<file path="src/rtl/image_framer_pkg.sv">
// Shared definitions for the image framer: frame geometry, default binarization
// level and the controller state encoding.
package image_framer_pkg;
  localparam int NPIX_DEF      = 784;
  localparam int THRESHOLD_DEF = 128;

  typedef enum logic [1:0] {
    IDLE = 2'd0,
    LOAD = 2'd1,
    FIRE = 2'd2,
    WAIT = 2'd3
  } state_t;
endpackage

</file>
<file path="src/rtl/image_framer.sv">
// Collects a frame of grayscale pixels, binarizes each against THRESHOLD and
// hands the packed frame to the classifier with a one-cycle start pulse.
module image_framer
  import image_framer_pkg::*;
#(
  parameter int NPIX      = NPIX_DEF,
  parameter int THRESHOLD = THRESHOLD_DEF
) (
  input  logic            clk,
  input  logic            rst,
  input  logic [7:0]      pix_data,
  input  logic            pix_valid,
  input  logic            pix_sof,
  output logic            pix_ready,
  output logic [NPIX-1:0] image_out,
  output logic            start,
  input  logic            mdl_valid,
  output logic            busy,
  output logic            frame_err
);
  localparam int IW = $clog2(NPIX);

  state_t        state;
  logic [IW-1:0] idx;
  logic          accept;
  logic          bin;

  assign pix_ready = (state == IDLE) || (state == LOAD);
  assign accept    = pix_valid && pix_ready;
  assign bin       = (32'(pix_data) >= THRESHOLD);

  always_ff @(posedge clk) begin
    if (rst) begin
      state     <= IDLE;
      idx       <= '0;
      image_out <= '0;
      start     <= 1'b0;
      frame_err <= 1'b0;
      busy      <= 1'b0;
    end else begin
      start     <= 1'b0;
      frame_err <= 1'b0;
      case (state)
        IDLE: begin
          // Stray pixels outside a frame are silently discarded.
          if (accept && pix_sof) begin
            image_out[0] <= bin;
            idx          <= IW'(1);
            state        <= LOAD;
            busy         <= 1'b1;
          end
        end
        LOAD: begin
          if (accept) begin
            if (pix_sof) begin
              // Restart: drop the partial frame and begin again at this pixel.
              frame_err <= 1'b1;
              image_out <= {{(NPIX-1){1'b0}}, bin};
              idx       <= IW'(1);
            end else begin
              image_out[idx] <= bin;
              if (idx == IW'(NPIX-1)) begin
                idx   <= '0;
                state <= FIRE;
                start <= 1'b1;
              end else begin
                idx <= idx + IW'(1);
              end
            end
          end
        end
        FIRE: begin
          state <= WAIT;
        end
        WAIT: begin
          if (mdl_valid) begin
            state <= IDLE;
            busy  <= 1'b0;
          end
        end
        default: state <= IDLE;
      endcase
    end
  end
endmodule
</file>
<file path="config.mk">
export PLATFORM = sky130hd
export DESIGN_NAME = image_framer
export DESIGN_NICKNAME = d
export VERILOG_FILES = /design/src/rtl/image_framer_pkg.sv /design/src/rtl/image_framer.sv
export SDC_FILE = /design/constraint.sdc
export NUM_CORES = 2
export LEC_CHECK = 0
export CORE_AREA = 8 8 307 309
export DETAILED_ROUTE_END_ITERATION = 7
export DIE_AREA = 0 0 315 317
export PLACE_DENSITY = 0.67
export SKIP_CTS_REPAIR_TIMING = 1
export SLEW_MARGIN = 0
export SYNTH_ARGS = -nofsm -noshare
export SYNTH_HDL_FRONTEND = slang
export SYNTH_SLANG_ARGS = --single-unit
</file>
<file path="constraint.sdc">
create_clock -name clk -period 2.85 [get_ports clk]
set_clock_uncertainty 0.2 [all_clocks]
set_input_delay 0.57 -clock clk [delete_from_list [all_inputs] [get_ports clk]]
set_output_delay 0.57 -clock clk [all_outputs]
set_load 0.02 [all_outputs]
</file>
==> run summary <==
final setup fails: 0
relative slew slack: 0.457
cell taking the most area after synthesis: dfxtp_1
CP Class: reg2reg
PwrDens: 571 nW/um^2
Hold Crit Start: image_out[0]$_SDFFE_PP0P_
CP endpoint kind: flop
combinational share of power: 0.055
Yosys warning count: 0
Slowest Stage Delay on Critical Path: 690 ps
multiplexer share of the synthesized area: 0.00105
WHS Endpoint: image_out[0]$_SDFFE_PP0P_
reg2reg setup slack: 70 ps
Num CTS Buffers: 89
fmax: 360 MHz
reg2reg end: image_out[344]$_SDFFE_PP0P_
DRT antenna net count: 0
nets: 3695
required time worst endpoint: 3140 ps
Int Power: 18.5 mW
Syn Area/Cell: 9.77 sq um
Yosys cell types: 52
Worst Path Arrival: 3070 ps
Final Hold Viols: 0
drt first pass iters: 5
routability cong.: 0.818
Synth Area in XOR/XNOR: 0.00236
Die ar.: 99900 sq um
status: finished clean
hpwl dp: 89400 um
first-pass GRT wire length: 184000 um
Die W: 315 um
initial core utilization: 0.332
worst ir drop on vdd: 0.568 mV
Cell Chain, Critical Path: nor2b_1 > nand3_1 > o211ai_1 > o21ai_0
cell with the most instances after synthesis: dfxtp_1
vias in the first global route: 25500
grt ovf: 0
critical path startpoint category: flop
reg2reg start: idx[3]$_SDFFE_PP0P_
H-tree levels: 3
clk_lat worst skew: 660 ps
Routed wire per std cell: 26.6 um
hold depth: 2
largest family of logic cells by synthesized area: compound AO/OA/AOI/OAI gates
largest net degree at the start of global routing: 65
Placed Area: 39600 sq um
DR DRC count: 0
max-slew violations: 0
top cell type's share of synthesized area: 0.539
Post-synth ARST share: 0
switching share of power: 0.240
clock sink count: 799
FF+latch count, synth: 799
Leakage: 13.7 nW
top cells by area, synth: dfxtp_1, a32o_1, o211ai_1
max-cap viol count: 0
port bufs: 793
Crit path depth: 4
commonest cells in the netlist: dfxtp_1, nand2_1, a32o_1
Root Driver: clkbuf_16
r2r worst-path depth: 4
sequential share of the synthesized area: 0.539
DRT Wirelength: 131000 um
I/O pins: 801
Slew @ Worst Pin: 810 ps
Psw: 5.83 mW
initial antenna violation count: 4
gr usage total: 0.246
share of cells above drive strength 1: 0.101
Vias: 27800
Clock Tree Buf Depth: 3
main flop type after synthesis: dfxtp_1
Buf/Inv on CP: 0
Clk pwr share: 0.483
HP Class: reg2reg
part of the power in registers: 0.462
Synth Area in Compound Gates: 0.299
crit-path leading delay family: simple AND/OR/NAND/NOR gates
CTS tree: built
Final Cycle Share: 0.974
crit-path max FO: 20
syn_nets: 3056
adder-cell share of the synthesized area: 0.00338
RSZ-0062 raised after global routing: yes
First DRT Iteration DRCs: 3058
simple-gate share of the synthesized area: 0.0937
Die Y: 317 um
number of enable flip-flop cells after synthesis: 0
minimum clock period: 2780 ps
synthesized area: 29700 sq um
CP max stage cell: nand3_1
post-route cell area: 42600 sq um
Syn Inst Count: 3035
via/cell ratio: 5.66
CTS clk-pin slew, worst paths: 60 ps
core area: 89300 sq um
synthesis-to-layout area growth: 43.7%
Fin Setup TNS: 0 ps
Row Count: 110
[registers in the layout, indices dropped and copies added, names as in the netlist]
register / count
busy: 1
image_out: 784
frame_err: 1
start: 1
state: 2
idx: 10
[power groups by stage]
stage | registers [mW] | logic [mW] | clock network [mW]
floorplan | 11.5 | 0.750 | 0
global placement | 11.5 | 1.33 | 0
detailed placement | 11.5 | 1.33 | 0
CTS | 11.2 | 1.34 | 11.9
global route | 11.2 | 1.43 | 12.4
finish | 11.2 | 1.35 | 11.7
[tightest hold or removal path, delay by kind of cell, from the launching register on]
kind	cells	cell delay, ps
multiplexers	1	50
AND/OR/NAND/NOR	1	60
flip-flops	1	310
[layer usage]
layer / track usage / part of all wire
met1: 0.300 / 0.40
met4: 0.149 / 0.070
met5: 0 / 0.000099
met3: 0.0490 / 0.071
met2: 0.400 / 0.46
[layout by cell type, fill, tap and decap left out, drive strengths merged, types with 5 or more instances in the layout]
cell	synthesis	final
nor3	18	18
o21ai	363	363
dfxtp	799	799
bufinv	0	7
nand2b	13	13
ha	8	8
nor2	55	55
o211ai	361	361
clkinv	0	14
nand4	10	10
clkbuf	286	127
a32o	421	421
clkdlybuf4s50	0	792
nand3	35	35
nand2	463	463
inv	7	17
buf	121	162
a21oi	8	8
nor2b	10	10
and3	5	5
or2	10	10
[metrics by stage]
stage	hold WS (ps)	power [mW]	setup WS, ps	util	cells
after floorplan	298	12.2	544	-	3035
after global placement	255	12.8	24.6	0.444	4759
after detailed placement	256	12.8	-10.5	0.444	4759
after CTS	275	24.5	-320	0.477	4918
after global routing	295	25.0	-136	0.477	4918
final	273	24.3	74.8	0.477	4921
[layout make-up]
type	count	area, sq um
Antenna cell	3	7.51
Fill cell	8186	46700
Clock buffer	127	2560
Sequential cell	799	16000
Multi-Input combinational cell	1822	12100
Inverter	7	26.3
Clock inverter	32	408
Tap cell	1176	1470
Timing Repair Buffer	955	10100
[cells by family after synthesis]
logic type	count (synthesis)
xor+xnor	8
buf+inv	414
simple gates	641
flops	799
fa+ha+maj	8
compound gates	1162
mux	3
[how the worst max path moves through the flow]
stage	end	from
after floorplan	image_out[501]$_SDFFE_PP0P_	rst
after global placement	image_out[752]$_SDFFE_PP0P_	rst
after detailed placement	image_out[754]$_SDFFE_PP0P_	rst
after CTS	pix_ready	state[0]$_SDFFE_PP0P_
after global routing	image_out[730]$_SDFFE_PP0P_	idx[3]$_SDFFE_PP0P_
final	image_out[344]$_SDFFE_PP0P_	idx[3]$_SDFFE_PP0P_
Power figures use the tool's default switching activity.
